[src/rtl/spu_hazard_ctrl.sv]
// rtl/spu_hazard_ctrl.sv - SPU pipeline hazard controller: forwarding selects, load-use, long-op and flush sequencing
//
// Tracks the destination of every in-flight instruction (EX and MEM slots)
// and produces registered EX-stage forwarding selects plus the stall/bubble/
// flush controls for the ID and ID/EX stages.
//
// Ports:
//   clk, rst_n                    clock (rising edge), async active-low reset
//   id_valid                      ID holds a real instruction
//   id_ra/id_rb/id_rc             source register addresses
//   id_use_a/id_use_b/id_use_c    source actually read
//   id_rt, id_wr                  destination register and write enable
//   id_load, id_long              load / long-latency instruction in ID
//   ex_br_taken                   taken branch resolved in EX (one cycle)
//   stall_id                      hold PC and IF/ID (combinational)
//   flush_ifid                    invalidate IF/ID (combinational)
//   ex_hold                       hold ID/EX, long op executing (registered)
//   ex_bubble                     load a bubble into ID/EX (combinational)
//   ReadData{1,2,3}Sel_EX         operand A/B/C select: 00 RF, 01 MEM, 10 WB

module spu_hazard_ctrl #(
    parameter int REG_W    = 7,
    parameter int LONG_LAT = 4
) (
    input  logic             clk,
    input  logic             rst_n,
    input  logic             id_valid,
    input  logic [REG_W-1:0] id_ra,
    input  logic [REG_W-1:0] id_rb,
    input  logic [REG_W-1:0] id_rc,
    input  logic             id_use_a,
    input  logic             id_use_b,
    input  logic             id_use_c,
    input  logic [REG_W-1:0] id_rt,
    input  logic             id_wr,
    input  logic             id_load,
    input  logic             id_long,
    input  logic             ex_br_taken,
    output logic             stall_id,
    output logic             flush_ifid,
    output logic             ex_hold,
    output logic             ex_bubble,
    output logic [1:0]       ReadData1Sel_EX,
    output logic [1:0]       ReadData2Sel_EX,
    output logic [1:0]       ReadData3Sel_EX
);

    typedef enum logic {ST_IDLE, ST_BUSY} state_t;

    localparam logic [3:0] LP_CNT_INIT = 4'(LONG_LAT - 1);

    // Slots keep only what is ever compared: valid&wr folded into a single
    // write-enable, load only for the EX slot. A WB-slot producer has already
    // written the write-through RF, so nothing beyond MEM needs tracking.
    logic             r_ex_wen;
    logic             r_ex_load;
    logic [REG_W-1:0] r_ex_rt;
    logic             r_mem_wen;
    logic [REG_W-1:0] r_mem_rt;

    state_t           r_state;
    logic [3:0]       r_cnt;
    logic             r_ex_hold;
    logic [1:0]       r_sel_a;
    logic [1:0]       r_sel_b;
    logic [1:0]       r_sel_c;

    logic w_hit_ex_a, w_hit_ex_b, w_hit_ex_c;
    logic w_hit_mem_a, w_hit_mem_b, w_hit_mem_c;
    logic [1:0] w_sel_a, w_sel_b, w_sel_c;
    logic w_busy;
    logic w_load_use;
    logic w_issue;

    assign w_hit_ex_a  = id_use_a & r_ex_wen  & (r_ex_rt  == id_ra);
    assign w_hit_ex_b  = id_use_b & r_ex_wen  & (r_ex_rt  == id_rb);
    assign w_hit_ex_c  = id_use_c & r_ex_wen  & (r_ex_rt  == id_rc);
    assign w_hit_mem_a = id_use_a & r_mem_wen & (r_mem_rt == id_ra);
    assign w_hit_mem_b = id_use_b & r_mem_wen & (r_mem_rt == id_rb);
    assign w_hit_mem_c = id_use_c & r_mem_wen & (r_mem_rt == id_rc);

    // Nearest producer wins: the EX-slot producer will sit in MEM next cycle.
    assign w_sel_a = w_hit_ex_a ? 2'b01 : (w_hit_mem_a ? 2'b10 : 2'b00);
    assign w_sel_b = w_hit_ex_b ? 2'b01 : (w_hit_mem_b ? 2'b10 : 2'b00);
    assign w_sel_c = w_hit_ex_c ? 2'b01 : (w_hit_mem_c ? 2'b10 : 2'b00);

    assign w_busy     = (r_state == ST_BUSY);
    assign w_load_use = id_valid & r_ex_load & (w_hit_ex_a | w_hit_ex_b | w_hit_ex_c);
    assign w_issue    = ~w_busy & id_valid & ~ex_br_taken & ~w_load_use;

    // Flush lets the fetch redirect proceed even over a load-use hazard.
    assign stall_id   = w_busy | (~ex_br_taken & w_load_use);
    assign ex_bubble  = ~w_busy & (ex_br_taken | w_load_use);
    assign flush_ifid = ex_br_taken;

    assign ex_hold         = r_ex_hold;
    assign ReadData1Sel_EX = r_sel_a;
    assign ReadData2Sel_EX = r_sel_b;
    assign ReadData3Sel_EX = r_sel_c;

    always_ff @(posedge clk or negedge rst_n) begin
        if (!rst_n) begin
            r_ex_wen  <= 1'b0;
            r_ex_load <= 1'b0;
            r_ex_rt   <= '0;
            r_mem_wen <= 1'b0;
            r_mem_rt  <= '0;
            r_state   <= ST_IDLE;
            r_cnt     <= 4'd0;
            r_ex_hold <= 1'b0;
            r_sel_a   <= 2'b00;
            r_sel_b   <= 2'b00;
            r_sel_c   <= 2'b00;
        end else if (w_busy) begin
            // Long op frozen in EX; MEM drains to bubbles, selects hold.
            r_mem_wen <= 1'b0;
            r_cnt     <= r_cnt - 4'd1;
            if (r_cnt == 4'd1) begin
                r_state   <= ST_IDLE;
                r_ex_hold <= 1'b0;
            end
        end else begin
            r_mem_wen <= r_ex_wen;
            r_mem_rt  <= r_ex_rt;
            r_ex_wen  <= w_issue & id_wr;
            r_ex_load <= w_issue & id_load;
            r_ex_rt   <= id_rt;
            r_sel_a   <= w_issue ? w_sel_a : 2'b00;
            r_sel_b   <= w_issue ? w_sel_b : 2'b00;
            r_sel_c   <= w_issue ? w_sel_c : 2'b00;
            if (w_issue & id_long) begin
                r_state   <= ST_BUSY;
                r_cnt     <= LP_CNT_INIT;
                r_ex_hold <= 1'b1;
            end
        end
    end

endmodule

[config.mk]
export PLATFORM = sky130hd
export DESIGN_NAME = spu_hazard_ctrl
export DESIGN_NICKNAME = d
export VERILOG_FILES = /design/src/rtl/spu_hazard_ctrl.sv
export SDC_FILE = /design/constraint.sdc
export NUM_CORES = 1
export LEC_CHECK = 0
export ABC_AREA = 1
export BUFFER_PORTS_ARGS = -buffer_cell sky130_fd_sc_hd__buf_2
export CAP_MARGIN = 20
export CORE_MARGIN = 2
export CORE_UTILIZATION = 57
export DETAILED_ROUTE_END_ITERATION = 12
export PLACE_DENSITY = 0.83
export SETUP_SLACK_MARGIN = 0.02
export SYNTH_ARGS = -nofsm -noshare
export SYNTH_HDL_FRONTEND = slang
export SYNTH_SLANG_ARGS = --single-unit
[constraint.sdc]
create_clock -name clk -period 2.95 [get_ports clk]
set_input_delay 0 -clock clk [delete_from_list [all_inputs] [get_ports clk]]
set_output_delay 0 -clock clk [all_outputs]
set_load 0.01 [all_outputs]
==> flow_summary.toml <==
[routing]
wl_met1_um = 2045
drc = 0
drtAntennaViolNets = 0
drtIter0Drc = 136
vias = 1891
dr_wl_met3_um = 216
wirelength_um = 4664
dr.pass1.iters = 8
detail_route.wl_per_cell_um = 12.27
wl_met2_um = 2286
via_per_inst = 4.976
routed.top_layer = "met4"

[pwr]
seqPwrFrac = 0.393
power_density_nw_per_um2 = 768.2
power.switching_mw = 0.8351
max-vdd-ir-drop_v = 0.0004310
switching_share = 0.4607
power_leakage_nw = 1.272
internal_power_mw = 0.9776
p_clk_frac = 0.128
p_comb_frac = 0.479

[setup_path]
crit_path_end_kind = "output port"
worstSetupPathType = "reg -> out"
startpoint_type = "register"
cp.arrival_ns = 1.78
path_max_fanout = 4
required_ns = 2.95

[logic_synthesis]
postSynth.asyncResetShare = 1.000
syn_area_um2 = 1929
synth.avg_cell_area_um2 = 7.067
ys_ff_latch = 29
syn-num-nets = 313
syn_inst = 273
synth_edf_count = 0
synthFlopType = "dfrtp_1"
ys_warn_count = 0
synth_cell_types = 30
yosysSeqAreaShare = 0.3761

[timing]
period_needed_ns = 1.781
rsz0062_at_grt = "no"
whs_ns = 0.03232
finalMaxSlewViolations = 0
max_freq_mhz = 561.5
finalSetupViolations = 0
setup_tns_ns = 0
relSlewSlack = 0.5567
fin_crit_sh = 0.6037
final_hold_viol_count = 0
fin_skew_ns = 0.01305
worst_pin_slew_ns = 0.6649

[finish]
diodes = 0
area_growth_pct = 22.31
final_area_um2 = 2360
fin_nets = 373
multi_input_area_um2 = 1033
layout-drive-gt1-share = 0.2305
nFillCells = 270
register_area_um2 = 725.7
instances_no_fill = 380

[floorplanning]
die_width_um = 62.18
core.rowCount = 21
ios = 48
die_y_um = 62.18
die_area_um2 = 3866
start_util = 0.5874
core_um2 = 3284

[global_route]
grt_pass1_vias = 1856
antenna_found_initial = 0
gr-total-overflow = 0
track_usage = 0.2581
grt_max_degree = 30
grt_pass1_wl_um = 8045

[flow_run]
cap_viol_max_count = 0

[clocking]
cts.clk_slew.worst_paths_ns = 0.10
cts_sinks = 29
cts_tree = "yes"
cts_buffer_depth = 2
ctsRootBufferMaster = "clkbuf_4"
numCtsBuffers = 5
insertion_delay_ns = 0.32
htreeDepth = 2

[placed_design]
gp_congestion = 0.9376
dp.cells = 361
place_area_um2 = 2198
port_buffers = 47
dpl.hpwl_um = 3534

[outcome]
status = "completed"

[worst_hold_path]
hold_class = "in -> reg"
-- cell usage after synthesis, types with 2 or more instances --
cell	instances	area (µm²)
nand2_1	99	371.6
dfrtp_1	29	725.7
inv_1	26	97.59
xnor2_1	17	148.9
o21ai_0	16	80.08
nor2_1	15	56.30
nand3_1	10	50.05
inv_2	9	33.78
nand4_1	9	56.30
xor2_1	6	52.55
o21ai_1	4	20.02
clkbuf_1	3	11.26
nand2_2	3	18.77
nor3_1	3	15.01
a21oi_1	2	10.01
buf_4	2	15.01
clkinv_1	2	7.510
ha_1	2	25.02
nand2_4	2	22.52
nand3_2	2	20.02
nor4_1	2	12.51
or2_2	2	12.51
-- state kept, by name, indices dropped and copies added, names as in the netlist --
| signal | flops |
|---|---|
| r_mem_rt | 7 |
| ReadData1Sel_EX | 2 |
| r_mem_wen | 1 |
| r_state | 1 |
| r_ex_rt | 7 |
| r_ex_wen | 1 |
| r_cnt | 4 |
| ReadData3Sel_EX | 2 |
| r_ex_load | 1 |
| ReadData2Sel_EX | 2 |
| ex_hold | 1 |
-- power by group through the flow --
| stage | Sequential, mW | Clock, mW | Combinational (mW) |
|---|---|---|---|
| after floorplan | 0.682 | 0 | 0.656 |
| after CTS | 0.709 | 0.235 | 0.866 |
| final | 0.713 | 0.232 | 0.868 |
| after global placement | 0.708 | 0 | 0.831 |
| after detailed placement | 0.717 | 0 | 0.851 |
| after global routing | 0.734 | 0.259 | 0.997 |
-- worst paths after layout --
check / start / to / slack, ns / depth (start not counted)
setup / recovery: r_ex_rt[6] / stall_id / 1.17 / 8
hold / removal: id_use_a / ReadData1Sel_EX[1] / 0.03 / 5
setup reg to reg: r_ex_rt[6] / r_cnt[1] / 1.41 / 10
hold reg to reg: ReadData1Sel_EX[1] / ReadData1Sel_EX[1] / 0.49 / 2
max in group asynchronous: rst_n / r_ex_rt[2] / 2.28 / 2
min in group asynchronous: rst_n / r_ex_rt[4] / 0.24 / 2
-- worst max-delay path: stages, from the launching register on --
cell and delay (ns):
dfrtp_1 0.46, xnor2_1 0.24, nand2_1 0.09, nor2_2 0.13
nand2_2 0.07, nand3_2 0.09, nand2_4 0.08, o21ai_0 0.15
buf_2 0.15
-- metal layers --
layer  track usage  up-vias
met5             0        -
met4       0.08611        0
met3       0.03804       12
met2        0.4538       56
li1              -      967
met1        0.3263      856
-- layout by cell type (no fill, tap or decap), types with 2 or more instances in the layout --
| master | n |
|---|---|
| buf_2 | 47 |
| o21ai_1 | 4 |
| nor4_1 | 2 |
| o21ai_0 | 16 |
| a21oi_1 | 2 |
| inv_2 | 9 |
| clkbuf_4 | 5 |
| dfrtp_1 | 29 |
| nand2_1 | 99 |
| nand3_1 | 10 |
| or2_2 | 2 |
| nand2_2 | 3 |
| nor2_1 | 15 |
| nand2_4 | 2 |
| nor3_1 | 3 |
| clkinv_1 | 2 |
| nand4_1 | 9 |
| xor2_1 | 6 |
| dlygate4sd3_1 | 11 |
| clkinv_2 | 2 |
| xnor2_1 | 17 |
| ha_1 | 2 |
| nand3_2 | 2 |
| inv_1 | 26 |
-- repair_timing --
| item | in CTS | in global routing |
|---|---|---|
| setup buffers | 0 | 0 |
| hold buffers | 11 | 0 |
| resized for setup | 0 | 0 |
| endpoints found under the hold margin | 40 | 0 |
-- per-stage QoR --
step,utilization,setup slack (ns),total power [mW]
3_3_place_gp,0.6693,1.498,1.539
6_report,0.7185,1.169,1.813
4_1_cts,0.7185,1.166,1.811
2_1_floorplan,-,1.635,1.339
3_5_place_dp,0.6693,1.442,1.567
5_1_grt,0.7185,0.9833,1.989
-- cell type report --
| class | count | share of cell area |
|---|---|---|
| clock buffers | 6 | 0.01750 |
| well taps | 46 | 0.02439 |
| multi-input cells | 201 | 0.4380 |
| repair buffers | 59 | 0.1495 |
| clock inverters | 2 | 0.004242 |
| flip-flops and latches | 29 | 0.3075 |
| inverters | 37 | 0.05885 |
-- kinds of logic after synthesis --
logic type,count (synthesis),share of synthesized area
AND/OR/NAND/NOR,152,0.3521
XOR/XNOR,23,0.1044
adder cells (fa/ha/maj),2,0.01297
AO/OA/AOI/OAI,24,0.06615
buffers and inverters,43,0.08819
flip-flops,29,0.3761
Power figures use the tool's default switching activity.
